`config.mk`:
```
export PLATFORM = sky130hd
export DESIGN_NAME = chan_gate_mux_rr
export DESIGN_NICKNAME = d
export VERILOG_FILES = /design/src/rtl/chan_gate_mux_rr.sv
export SDC_FILE = /design/constraint.sdc
export NUM_CORES = 1
export LEC_CHECK = 0
export BUFFER_PORTS_ARGS = -buffer_cell sky130_fd_sc_hd__buf_2
export CAP_MARGIN = 15
export CORE_ASPECT_RATIO = 0.75
export CORE_MARGIN = 2
export CORE_UTILIZATION = 36
export CTS_CLUSTER_DIAMETER = 30
export CTS_CLUSTER_SIZE = 28
export DETAILED_ROUTE_END_ITERATION = 16
export PLACE_DENSITY = 0.73
export SYNTH_ARGS = -nofsm -noshare
export SYNTH_HDL_FRONTEND = slang
export SYNTH_SLANG_ARGS = --single-unit
```
`constraint.sdc`:
```
create_clock -name clk -period 2.2 [get_ports clk]
set_clock_uncertainty 0.1 [all_clocks]
set_input_delay 0.55 -clock clk [delete_from_list [all_inputs] [get_ports clk]]
set_output_delay 0.55 -clock clk [all_outputs]
set_load 0.02 [all_outputs]
```
`src/rtl/chan_gate_mux_rr.sv`:
```
// chan_gate_mux_rr: N-channel gated mux with a registered valid/ready output.
// The channel comes from sel_in (MODE=0) or from round-robin arbitration
// (MODE=1). out_data reads as zero whenever out_valid is low.
module chan_gate_mux_rr #(
  parameter  int unsigned WIDTH  = 16,
  parameter  int unsigned NUM_CH = 4,
  parameter  int unsigned MODE   = 0,
  localparam int unsigned CHW    = $clog2(NUM_CH)
) (
  input  logic                    clk,
  input  logic                    rst,
  input  logic [NUM_CH*WIDTH-1:0] in_data,
  input  logic [NUM_CH-1:0]       in_valid,
  output logic [NUM_CH-1:0]       in_ready,
  input  logic [CHW-1:0]          sel_in,
  output logic [WIDTH-1:0]        out_data,
  output logic                    out_valid,
  input  logic                    out_ready,
  output logic [CHW-1:0]          out_ch
);

  logic [WIDTH-1:0]  r_data;
  logic              r_valid;
  logic [CHW-1:0]    r_ch;
  logic [CHW-1:0]    r_rr_ptr;

  logic [NUM_CH-1:0] w_grant;
  logic              w_found;
  int unsigned       w_idx;
  logic              w_can_load;
  logic              w_xfer;
  logic [CHW-1:0]    w_sel_idx;
  logic [WIDTH-1:0]  w_sel_data;

  // Grant: fixed select or round-robin scan starting just after the last winner
  always_comb begin
    w_grant = '0;
    w_found = 1'b0;
    w_idx   = 0;
    if (MODE == 0) begin
      if (32'(sel_in) < NUM_CH) begin
        w_grant[sel_in] = in_valid[sel_in];
      end
    end else begin
      for (int unsigned k = 1; k <= NUM_CH; k++) begin
        w_idx = (32'(r_rr_ptr) + k) % NUM_CH;
        if (!w_found && in_valid[CHW'(w_idx)]) begin
          w_grant[CHW'(w_idx)] = 1'b1;
          w_found              = 1'b1;
        end
      end
    end
  end

  // Handshake and selected word; the grant never looks at any ready signal
  always_comb begin
    w_can_load = ~r_valid | out_ready;
    in_ready   = w_grant & {NUM_CH{w_can_load}};
    w_xfer     = |(in_ready & in_valid);
    w_sel_idx  = '0;
    for (int unsigned i = 0; i < NUM_CH; i++) begin
      if (w_grant[i]) begin
        w_sel_idx = CHW'(i);
      end
    end
    w_sel_data = in_data[w_sel_idx*WIDTH +: WIDTH];
  end

  // Output register: load on transfer, zero-gate on drain, hold on stall
  always_ff @(posedge clk or posedge rst) begin
    if (rst) begin
      r_data   <= '0;
      r_valid  <= 1'b0;
      r_ch     <= '0;
      r_rr_ptr <= CHW'(NUM_CH - 1);
    end else if (w_xfer) begin
      r_data  <= w_sel_data;
      r_ch    <= w_sel_idx;
      r_valid <= 1'b1;
      if (MODE == 1) begin
        r_rr_ptr <= w_sel_idx;
      end
    end else if (r_valid && out_ready) begin
      r_valid <= 1'b0;
      r_data  <= '0;
    end
  end

  assign out_data  = r_data;
  assign out_valid = r_valid;
  assign out_ch    = r_ch;

endmodule

```
; Word-level counts from Yosys, hierarchy flattened
; Index checks and enable logic that the tools add are counted.
[word_totals]
output_inout_bits = 23
elab_cells = 26
regBits = 19
inputBits = 73
[op_classes]
shift = 1
muxes = 11
n_lt_le_gt_ge = 2
n_reduce_logical = 4
bitwise_logic = 5
[ops]
columns = op, count
row1 = 64-bit by 7-bit variable part select with 16-bit output, 1
row2 = 16-bit 2-to-1 mux, 2
row3 = 4-bit AND, 3
row4 = 1-bit 2-to-1 mux, 5
row5 = 2-bit 2-to-1 mux, 2
row6 = 4-bit OR reduction, 1
row7 = "2-bit by 3-bit less-than comparator with 1-bit output, second input constant", 1
row8 = 1-bit binary-select mux with 2-bit select, 1
row9 = 1-bit demux with 2-bit select, 1
row10 = "2-bit by 1-bit greater-or-equal comparator with 1-bit output, second input constant", 1
row11 = 1-bit logical AND, 2
row12 = 2-bit nonzero test, 1
row13 = 1-bit inverter, 1
row14 = 1-bit bitwise OR, 1

; Logic depth before layout (Yosys ltp)
; Gate-level depths: netlist (run 1).
[logic_depth]
word_depth = 10
mapped_depth = 7
depth_no_buf = 4

; Worst setup path before layout (run 1)
; OpenSTA, ideal clock, no wires.
[synth_timing]
path_type = input to output
from = in sel_in[0]
to = out in_ready[0]
path_stages = 6
path_slack_ns = -0.197
required_time_ns = 1.550
t_arrival_ns = 1.747
path_buffers = 3
cell_sequence = buf_4 mux2i_1 or3_4 buf_4 buf_6 nor2_1
[synth_via]
elab_chain_len = 6
elab_cells_between_ends = 9
classes_between = 2 x order compare / 4 x mux / 2 x bitwise / 1 x reduce/logical
[synth_rtl]
columns = element, line
row1 = start: declaration, 15  ; input logic [CHW-1:0] sel_in,
row2 = 2-bit by 3-bit less-than comparator with 1-bit output (not written as such) or 2-bit by 1-bit greater-or-equal comparator with 1-bit output (tied branches), 42  ; w_grant[sel_in] = in_valid[sel_in];
row3 = 1-bit logical AND (not written as such), 42
row4 = 1-bit 2-to-1 mux (not written as such), 42
row5 = 1-bit demux with 2-bit select, 42
row6 = 4-bit AND (no source line) (*), -
row7 = 4-bit AND (*), 58  ; in_ready = w_grant & {NUM_CH{w_can_load}};
row8 = end: declaration, 14  ; output logic [NUM_CH-1:0] in_ready,
; Every way passes the cells marked *; elsewhere a longest branch is shown, timed or not. The select of a mux whose other input is x is not followed.

; Worst setup path in the final report (run 1)
[layout_timing]
from = in sel_in[0]
to = out in_ready[2]
; Same word-level chain as after synthesis.

==> impl_summary.log, run 1 <==
INFO  metric run_status = completed
INFO  metric detail_route.vias_per_cell = 4.89
INFO  metric finalWorstSetupSlack = 0.0525 ns
INFO  metric timing.critical_path.arrival = ~1.5 ns
INFO  metric route.final.wire_length = 3530 µm
INFO  metric synth_fp_nets = 186
INFO  metric mappedNetlistArea = 1340 µm²
INFO  metric floorplan.core_area = 3610 µm²
INFO  metric ir_drop = 0.404 mV
INFO  metric first_pass_grt_wire_length = ~5300 µm
INFO  metric yosys.area_share.adder = 0%
INFO  metric crit_chain = buf_2, mux2i_1, nor3b_4, and2_4, buf_2
INFO  metric share_of_the_synthesized_area_in_compound_gates_ao_oa_aoi_oai = 29.4%
INFO  metric synth_warnings = 0
INFO  metric min-delay-path-class = in2async
INFO  metric grt_remaining_overflow = 0
INFO  metric p_leak = 1.03 nW
INFO  metric critical_path.max_fanout = 5
INFO  metric setup.worst_path.class = in2out
INFO  metric final-hold-violation-count = 0
INFO  metric globalRouteTotalUtil = 16.5%
INFO  metric antenna_cells_inserted = 0
INFO  metric power_frac_clock = 20.0%
INFO  metric first_global_vias = ~1200
INFO  metric synth_mux_area_share = 15.4%
INFO  metric detailed_place_hpwl = 2830 µm
INFO  metric num_io_pins = 96
INFO  metric row_count = 19
INFO  metric worstSetupStartpoint = sel_in[0]
INFO  metric critical_path.reg2reg.startpoint = out_valid
INFO  metric cts_setup_buffers = 0
INFO  metric synth_simple_gate_area_share = about 7.5%
INFO  metric die_x = 74.4 µm
INFO  metric worst_setup_path_end_kind = output port
INFO  metric maxCapViolCount = 0
INFO  metric cts_tree = yes
INFO  metric main_combinational_cell_family_by_area_after_synthesis = compound AO/OA/AOI/OAI gates
INFO  metric number_of_antenna_violations_at_the_first_check_in_global_routing = 0
INFO  metric synthesis.area_per_instance = 11.8 µm²
INFO  metric detail_route.wl_per_cell = between 10 and 15 µm
INFO  metric die_h = 56.8 µm
INFO  metric detailedRoute.firstPassIterationCount = 4
INFO  metric worst_slew_margin_rel = between 40% and 50%
INFO  metric timing.reg2reg.worst_path_depth = 5
INFO  metric critical-path-slowest-cell = sky130_fd_sc_hd__nor3b_4
INFO  metric numCtsBuffers = 3
INFO  metric fin_crit_sh = 97.6%
INFO  metric fin_tns_setup = 0 ns
INFO  metric clk_latency = 0.25 ns
INFO  metric clkTransAtPathRegs = 0.07 ns
INFO  metric initial_utilization = between 30 and 40%
INFO  metric clock-root-buffer = sky130_fd_sc_hd__clkbuf_8
INFO  metric most_used_cells_in_the_layout_excluding_fill_and_tap_cells = sky130_fd_sc_hd__buf_2 (93), sky130_fd_sc_hd__dfrtp_1 (19), sky130_fd_sc_hd__mux2i_1 (18), sky130_fd_sc_hd__inv_1 (18), sky130_fd_sc_hd__o221ai_2 (17)
INFO  metric worstPathRequired = between 1.5 and 2 ns
INFO  metric critical_path.endpoint = in_ready[2]
INFO  metric timing.final.max_slew_violations = 0
INFO  metric ys_ff_latch = 19
INFO  metric p_int = 775 µW
INFO  metric critical_path.max_stage_delay = 0.33 ns
INFO  metric crit_path_start_kind = input port
INFO  metric synth_seq_area_share = a little over a third
INFO  metric layout_min_cycle_time = 2.15 ns
INFO  metric drive_gt1_share = 65.1%
INFO  metric htreeDepth = 1
INFO  metric unrepaired_setup_endpoints_after_global_routing = false
INFO  metric grt_max_degree = 20
INFO  metric crit_path_frequent_cell = sky130_fd_sc_hd__buf_2
INFO  metric pwr-share-comb = 42.7%
INFO  metric r2r-end = out_data[1]
INFO  metric worst_slew_pin_slew = around 0.78 ns
INFO  metric area_growth_syn_to_layout = 45.0%
INFO  metric finalSetupViolCount = 0
INFO  metric i_o_buffers = 95
INFO  metric synthDistinctLibCells = 23
INFO  metric net_sw_share = ~37%
INFO  metric mostFrequentLayoutCell = sky130_fd_sc_hd__buf_2
INFO  metric fmax = 0.466 GHz
INFO  metric switchingPower = 451 µW
INFO  metric reg2reg_slack = 0.29 ns
INFO  metric antenna_violating_nets_post_route = 0
INFO  metric dpl_worst_slack = -0.0180 ns
INFO  metric gp_congestion = 0.731
INFO  metric synthesis.instances = 113
INFO  metric layout.nets = 283
INFO  metric powerDensity = between 600 and 700 nW/µm²
INFO  metric detailroute.via_count = about 1300
INFO  metric drt_first_iter_violations = 56
INFO  metric dieArea = 4230 µm²
INFO  metric share_seq_of_total_power = 37.3%
INFO  metric cts_num_sinks = 19
INFO  metric remaining_drc_errors = 0
INFO  metric synth-xor-area-share = 0%
INFO  metric cts_buffer_depth = 2
routing by layer:
layer | part of all wire (%) | up-vias | routed length [µm] | global-route usage (%)
met4 | 0.45 | 0 | 16 | 2.30
met1 | 45 | 583 | 1600 | 21.8
met5 | 0 | - | 0 | 0
met3 | 10 | 2 | 352 | 5.39
met2 | 44 | 66 | 1560 | 26.8
li1 | - | 626 | - | -
registers in the layout, summed over array words and instances (netlist names):
signal,count
out_ch,2
out_valid,1
out_data,16
stage by stage:
stage                     utilization [%]  area [µm²]  total power, mW  hold slack (ns)  instances
after global routing                 53.7        1940             1.30            0.409        261
after CTS                            53.4        1930             1.24            0.368        261
after floorplan                         -        1380            0.816            0.401        113
after global placement               52.1        1880            0.980            0.371        257
final                                53.7        1940             1.23            0.329        261
after detailed placement             52.1        1880            0.989            0.392        257
Yosys cell counts:
cell | n | area, µm²
sky130_fd_sc_hd__inv_1 | 18 | 67.6
sky130_fd_sc_hd__and2_1 | 2 | 12.5
sky130_fd_sc_hd__nand2_1 | 1 | 3.75
sky130_fd_sc_hd__o221ai_2 | 17 | 255
sky130_fd_sc_hd__buf_4 | 3 | 22.5
sky130_fd_sc_hd__buf_6 | 3 | 33.8
sky130_fd_sc_hd__dfrtp_1 | 19 | 475
sky130_fd_sc_hd__mux2_4 | 1 | 15.0
sky130_fd_sc_hd__nor3b_2 | 1 | 12.5
sky130_fd_sc_hd__nand2_2 | 1 | 6.26
sky130_fd_sc_hd__nand3b_4 | 1 | 20.0
sky130_fd_sc_hd__buf_12 | 1 | 20.0
sky130_fd_sc_hd__nor2b_1 | 1 | 6.26
sky130_fd_sc_hd__or3_4 | 1 | 11.3
sky130_fd_sc_hd__mux2i_1 | 18 | 180
sky130_fd_sc_hd__a21o_1 | 1 | 7.51
sky130_fd_sc_hd__nor2_1 | 2 | 7.51
sky130_fd_sc_hd__mux2_2 | 1 | 11.3
sky130_fd_sc_hd__nor2b_4 | 1 | 13.8
sky130_fd_sc_hd__buf_2 | 3 | 15.0
sky130_fd_sc_hd__o221ai_1 | 15 | 131
sky130_fd_sc_hd__clkbuf_1 | 1 | 3.75
sky130_fd_sc_hd__nand2b_1 | 1 | 6.26
worst min path at each step:
stage	cells after the start	slack [ns]	to	start
after floorplan	1	0.40	out_ch[0]	rst
after global placement	1	0.37	out_ch[1]	out_ch[1]
after detailed placement	1	0.39	out_ch[0]	out_ch[0]
after CTS	2	0.37	out_data[13]	rst
after global routing	2	0.41	out_data[0]	rst
final	2	0.33	out_ch[0]	rst
worst max-delay path, delay by kind of cell:
family                 cells  cell delay [ns]
and+or+nand+nor            2             0.52
buffers and inverters      2             0.28
muxes                      1             0.15
power by group through the flow:
stage / registers, mW / clock network (mW) / logic [mW]
2_1_floorplan: 0.557 / 0 / 0.258
3_3_place_gp: 0.462 / 0 / 0.519
3_5_place_dp: 0.464 / 0 / 0.525
4_1_cts: 0.457 / 0.255 / 0.527
5_1_grt: 0.466 / 0.268 / 0.569
6_report: 0.458 / 0.245 / 0.523
timing repair:
item | 4_1_cts | 5_1_grt
hold endpoints to repair | 0 | 0
hold buffers | 0 | 0
gates resized for setup | 0 | 4
endpoints found under the setup margin | 0 | 4
cells by family after synthesis:
kind of cell | after synthesis
compound gates | 33
buf+inv | 29
flops | 19
mux | 20
simple gates | 12
cell type report:
| cell class | instances | area (µm²) |
|---|---|---|
| Clock buffer | 3 | 41.3 |
| Tap cell | 52 | 65.1 |
| Inverter | 18 | 67.6 |
| Fill cell | 332 | 1670 |
| Timing Repair Buffer | 103 | 553 |
| Clock inverter | 1 | 5.00 |
| Multi-Input combinational cell | 65 | 734 |
| Sequential cell | 19 | 475 |
Power figures use the tool's default switching activity.
==> run 2: changes to the inputs <==
- CORE_UTILIZATION: 36 -> 33
- PLACE_DENSITY: 0.73 -> 0.68
==> run 2 against run 1 <==
Compared with the run above: via count is 0.94% higher; first-iteration DRC count is 16% higher; global-route usage is 0.85 points higher; register-to-register slack worse by 0.09 ns; count of clock-buffer cells in the layout stayed put; critical path type unchanged; largest cell class unchanged; largest power group unchanged.
==> impl_summary.log, run 2 (synthesized netlist as in run 1, its figures left out) <==
INFO  metric run_status = completed
INFO  metric grt_remaining_overflow = 0 (unchanged)
INFO  metric clk_latency = 0.25 ns (about the same)
INFO  metric grt_max_degree = 22 (+10%)
INFO  metric timing.critical_path.arrival = 1.49 ns (about the same)
INFO  metric post-route-util = 49.5% (-4.2 points)
INFO  metric largest_reg_flops = 16 (unchanged)
INFO  metric route.final.wire_length = 3620 µm (+2.7%)
INFO  metric cts_num_sinks = 19 (unchanged)
INFO  metric crit_path_start_kind = input port
INFO  metric row_count = 20 (+1)
INFO  metric ir_drop = 0.249 mV (-38%)
INFO  metric detail_route.vias_per_cell = 4.85 (-0.96%)
INFO  metric die_h = 59.2 µm (+4.1%)
INFO  metric clock-root-buffer = sky130_fd_sc_hd__clkbuf_8
INFO  metric gp_congestion = 0.707 (-3.2%)
INFO  metric critical-path-slowest-cell = sky130_fd_sc_hd__or3_4
INFO  metric cpLargestDelayFamily = simple AND/OR/NAND/NOR gates
INFO  metric antenna_cells_inserted = 0 (unchanged)
INFO  metric worstPathRequired = 1.55 ns (about the same)
INFO  metric num_io_pins = 96 (unchanged)
INFO  metric worst_slew_pin_slew = 0.738 ns (-0.0389 ns)
INFO  metric worst_setup_path_end_kind = output port
INFO  metric dieArea = 4590 µm² (+8.5%)
INFO  metric number_of_antenna_violations_at_the_first_check_in_global_routing = 0 (unchanged)
INFO  metric critical_path.max_stage_delay = 0.45 ns (+0.12 ns)
INFO  metric detail_route.wl_per_cell = 13.6 µm (+0.76%)
INFO  metric antenna_violating_nets_post_route = 0 (unchanged)
INFO  metric finalSetupViolCount = 0 (unchanged)
INFO  metric p_leak = 1.05 nW (+1.3%)
INFO  metric i_o_buffers = 95 (unchanged)
INFO  metric worstSetupStartpoint = sel_in[0]
INFO  metric critical_path.reg2reg.startpoint = out_valid
INFO  metric layout_min_cycle_time = 2.14 ns (-0.0103 ns)
INFO  metric unrepaired_setup_endpoints_after_global_routing = true
INFO  metric die_x = 77.5 µm (+4.2%)
INFO  metric detailedRoute.firstPassIterationCount = 4 (unchanged)
INFO  metric timing.final.max_slew_violations = 0 (unchanged)
INFO  metric first_global_vias = 1314 (+12%)
INFO  metric fin_tns_setup = 0 ns (unchanged)
INFO  metric detailroute.via_count = 1289 (+0.94%)
INFO  metric area_growth_syn_to_layout = 47.1%
INFO  metric powerDensity = 622 nW/µm² (-1.4%)
INFO  metric floorplan.core_area = 3980 µm² (+10%)
INFO  metric worst-path-buf-inv = 2 (unchanged)
INFO  metric finalWorstSetupSlack = 0.0628 ns (+0.0103 ns)
INFO  metric num-fill-cells = 392 (+18%)
INFO  metric setup.worst_path.class = in2out
INFO  metric critical_path.max_fanout = 4 (-1)
INFO  metric fin_crit_sh = 97.1% (-0.47 points)
INFO  metric cts_tree = yes
INFO  metric initial_utilization = 33.6% (-3.4 points)
INFO  metric drt_first_iter_violations = 65 (+16%)
INFO  metric first_pass_grt_wire_length = 6190 µm (+17%)
INFO  metric fmax = 0.468 GHz (+0.48%)
INFO  metric remaining_drc_errors = 0 (unchanged)
INFO  metric most_used_cells_in_the_layout_excluding_fill_and_tap_cells = sky130_fd_sc_hd__buf_2 (93), sky130_fd_sc_hd__dfrtp_1 (19), sky130_fd_sc_hd__mux2i_1 (18), sky130_fd_sc_hd__inv_1 (18), sky130_fd_sc_hd__o221ai_2 (17)
INFO  metric final.hold.worst_slack = 0.313 ns (-0.0161 ns)
INFO  metric detailed_place_hpwl = 2740 µm (-3.0%)
INFO  metric dpl_worst_slack = -0.226 ns (-0.208 ns)
INFO  metric total_power = 1.23 mW (about the same)
INFO  metric mostFrequentLayoutCell = sky130_fd_sc_hd__buf_2
INFO  metric min-delay-path-class = in2async
INFO  metric htreeDepth = 1 (unchanged)
INFO  metric globalRouteTotalUtil = 17.3% (+0.85 points)
INFO  metric numCtsBuffers = 3 (unchanged)
INFO  metric final-hold-violation-count = 0 (unchanged)
INFO  metric clkTransAtPathRegs = 0.07 ns (about the same)
INFO  metric cts_buffer_depth = 2 (unchanged)
INFO  metric layout.nets = 285 (+0.71%)
INFO  metric drive_gt1_share = 64.9% (-0.14 points)
INFO  metric worst_slew_margin_rel = 50.8% (+2.6 points)
INFO  metric crit_chain = buf_2, mux2i_1, or3_4, nor2_4, buf_4
INFO  metric maxCapViolCount = 0 (unchanged)
==> run 2: repair_timing <==
item / in CTS / in global routing
buffers inserted: 4 / 0
pin swaps: 3 / 1
gates resized for setup: 3 / 0
hold endpoints to repair: 0 / 0
endpoints found under the setup margin: 5 / 2
hold buffers: 0 / 0
==> run 2: power breakdown <==
group	leakage [nW]	switching [mW]	internal [mW]	total (mW)
sequential	0.234	0.0336	0.422	0.455
combinational	0.787	0.300	0.232	0.532
clock	0.0255	0.113	0.126	0.238
==> run 2: final cells by class <==
cell class | instances | area [µm²] | share of cell area [%]
multi-input combinational | 65 | 727 | 36.9
clock buffer | 3 | 41.3 | 2.10
sequential | 19 | 475 | 24.1
clock inverter | 1 | 5.00 | 0.254
timing repair buffer | 105 | 584 | 29.7
inverter | 18 | 67.6 | 3.43
tap | 55 | 68.8 | 3.49
==> run 2: worst paths after layout <==
kind	depth (start not counted)	to	slack (ns)
worst max register to register	7	out_data[12]	0.20
worst min-delay path	2	out_ch[0]	0.31
worst min register to register	1	out_ch[1]	0.37
worst max-delay path	5	in_ready[0]	0.06
max in group asynchronous	2	out_data[7]	1.22
min in group clk	1	out_ch[1]	0.37
==> run 2: stage by stage <==
stage / cells / area [µm²]
after floorplan: 113 / 1380
after global placement: 259 / 1890
after CTS: 266 / 1970
after global routing: 266 / 1970
final: 266 / 1970
after detailed placement: 259 / 1890
==> run 2: routing by layer <==
layer / track usage [%] / wire length, µm / vias to the layer above
li1: - / - / 632
met1: 22.3 / 1650 / 595
met2: 29.9 / 1640 / 60
met3: 5.18 / 307 / 2
met4: 2.30 / 24 / 0
met5: 0 / 0 / -
==> run 3: changes to the inputs <==
- GPL_TIMING_DRIVEN: unset -> 0
==> run 3 against run 2 <==
Compared with the run above: sequential share of layout area shrank 0.84 points; fmax grew 1.5%; largest power group unchanged; count of clock-buffer cells in the layout is the same; die area is the same; combinational power grew 5.3%; first-iteration DRC count shrank 12%; final cell count grew 3.8%; via count grew 2.2%.
==> impl_summary.log, run 3 (synthesized netlist as in run 1, its figures left out) <==
INFO  metric run_status = completed
INFO  metric row_count = 20 (unchanged)
INFO  metric worstPathRequired = 1.55 ns (about the same)
INFO  metric finalSetupViolCount = 0 (unchanged)
INFO  metric first_global_vias = 1327 (+0.99%)
INFO  metric detailed_place_hpwl = 2970 µm (+8.2%)
INFO  metric cts_buffer_depth = 2 (unchanged)
INFO  metric antenna_cells_inserted = 0 (unchanged)
INFO  metric worst_slew_pin_slew = 0.719 ns (-0.0189 ns)
INFO  metric ir_drop = 0.257 mV (+3.1%)
INFO  metric r2r-end = out_ch[0]
INFO  metric maxCapViolCount = 0 (unchanged)
INFO  metric clkTransAtPathRegs = 0.07 ns (about the same)
INFO  metric initial_utilization = 33.6% (unchanged)
INFO  metric gp_congestion = 0.700 (-1.1%)
INFO  metric worstSetupStartpoint = out_valid
INFO  metric layout.nets = 295 (+3.5%)
INFO  metric setup.worst_path.class = reg2out
INFO  metric fin_cells = 276 (+3.8%)
INFO  metric fin_tns_setup = 0 ns (unchanged)
INFO  metric final-hold-violation-count = 0 (unchanged)
INFO  metric most_used_cells_in_the_layout_excluding_fill_and_tap_cells = sky130_fd_sc_hd__buf_2 (93), sky130_fd_sc_hd__dfrtp_1 (19), sky130_fd_sc_hd__mux2i_1 (18), sky130_fd_sc_hd__inv_1 (18)
INFO  metric cpLargestDelayFamily = simple AND/OR/NAND/NOR gates
INFO  metric floorplan.core_area = 3980 µm² (unchanged)
INFO  metric mostFrequentLayoutCell = sky130_fd_sc_hd__buf_2
INFO  metric detailroute.via_count = 1317 (+2.2%)
INFO  metric i_o_buffers = 94 (-1.1%)
INFO  metric dpl_worst_slack = -0.220 ns (+0.00625 ns)
INFO  metric grt_remaining_overflow = 0 (unchanged)
INFO  metric reg2reg_slack = 0.24 ns (+0.04 ns)
INFO  metric critical_path.max_fanout = 4 (unchanged)
INFO  metric crit_chain = nor2b_4, or3_4, nor2_4, buf_4
INFO  metric p_leak = 1.09 nW (+4.2%)
INFO  metric layout_min_cycle_time = 2.11 ns (-0.0315 ns)
INFO  metric fin_crit_sh = 95.7% (-1.4 points)
INFO  metric clk_latency = 0.25 ns (about the same)
INFO  metric postLayoutCellArea = 2040 µm² (+3.6%)
INFO  metric worst_slew_margin_rel = 52.0% (+1.3 points)
INFO  metric htreeDepth = 1 (unchanged)
INFO  metric total_power = 1.26 mW (+2.5%)
INFO  metric finalWorstSetupSlack = 0.0943 ns (+0.0315 ns)
INFO  metric unrepaired_setup_endpoints_after_global_routing = false
INFO  metric num_io_pins = 96 (unchanged)
INFO  metric die_x = 77.5 µm (unchanged)
INFO  metric area_growth_syn_to_layout = 52.4%
INFO  metric cts_hold_buffers = 0 (unchanged)
INFO  metric post-route-util = 51.3% (+1.8 points)
INFO  metric route.final.wire_length = 3870 µm (+6.9%)
INFO  metric die_h = 59.2 µm (unchanged)
INFO  metric timing.critical_path.arrival = 1.46 ns (-0.03 ns)
INFO  metric worst_setup_path_end_kind = output port
INFO  metric clock-root-buffer = sky130_fd_sc_hd__clkbuf_8
INFO  metric powerDensity = 616 nW/µm² (-1.1%)
INFO  metric count_of_placed_standard_cells_including_taps = 262 (+1.2%)
INFO  metric fmax = 0.475 GHz (+1.5%)
INFO  metric remaining_drc_errors = 0 (unchanged)
INFO  metric cts_tree = yes
INFO  metric detail_route.wl_per_cell = 14.0 µm (+3.0%)
INFO  metric dpl_cell_area = 1920 µm² (+1.3%)
INFO  metric drive_gt1_share = 66.5% (+1.6 points)
INFO  metric cts_num_sinks = 19 (unchanged)
INFO  metric globalRouteTotalUtil = 17.3% (about the same)
INFO  metric first_pass_grt_wire_length = 6160 µm (-0.45%)
INFO  metric timing.final.max_slew_violations = 0 (unchanged)
INFO  metric largest_reg_flops = 16 (unchanged)
INFO  metric worst-path-buf-inv = 1 (-1)
INFO  metric antenna_violating_nets_post_route = 0 (unchanged)
INFO  metric num-fill-cells = 396 (+1.0%)
INFO  metric timing.reg2reg.worst_path_depth = 6 (-1)
INFO  metric critical-path-slowest-cell = sky130_fd_sc_hd__or3_4
INFO  metric drt_first_iter_violations = 57 (-12%)
INFO  metric dieArea = 4590 µm² (unchanged)
INFO  metric number_of_antenna_violations_at_the_first_check_in_global_routing = 0 (unchanged)
INFO  metric grt_max_degree = 20 (-9.1%)
INFO  metric final.hold.worst_slack = 0.305 ns (-0.00790 ns)
INFO  metric min-delay-path-class = in2async
INFO  metric detailedRoute.firstPassIterationCount = 4 (unchanged)
INFO  metric detail_route.vias_per_cell = 4.77 (-1.5%)
INFO  metric numCtsBuffers = 3 (unchanged)
INFO  metric critical_path.reg2reg.startpoint = out_valid
INFO  metric critical_path.max_stage_delay = 0.41 ns (-0.04 ns)
INFO  metric crit_path_start_kind = register
run 3: timing repair:
action	in CTS	in global routing
gates resized for setup	3	4
buffers inserted	5	8
cloned	0	0
pin swaps	2	2
setup endpoints to repair	4	4
run 3: layout make-up:
| class | count | area (µm²) | area share (%) |
|---|---|---|---|
| tap | 55 | 68.8 | 3.37 |
| buffer | 8 | 72.6 | 3.56 |
| multi-input combinational | 65 | 728 | 35.7 |
| sequential | 19 | 475 | 23.3 |
| clock inverter | 1 | 5.00 | 0.245 |
| inverter | 18 | 67.6 | 3.31 |
| timing repair buffer | 107 | 582 | 28.5 |
| clock buffer | 3 | 41.3 | 2.02 |
run 3: worst max-delay path by stage:
stage                             end  slack, ns  depth (start not counted)
after floorplan           in_ready[0]      -0.02                          6
after global placement    in_ready[2]      -0.22                          7
after detailed placement  in_ready[3]      -0.22                          7
after CTS                 in_ready[3]       0.03                          5
after global routing      in_ready[2]      0.003                          5
final                     in_ready[1]       0.09                          4
run 3: power breakdown:
group	leakage [nW]	switching (mW)	internal (mW)
Combinational	0.831	0.306	0.254
Sequential	0.234	0.0358	0.422
Clock	0.0255	0.114	0.126
run 3: layer usage:
metal | share of wire [%] | vias up | GRT usage, %
met5 | 0 | - | 0
met3 | 9.2 | 2 | 5.34
li1 | - | 653 | -
met2 | 47 | 73 | 31.1
met1 | 43 | 589 | 21.4
met4 | 0.62 | 0 | 2.30
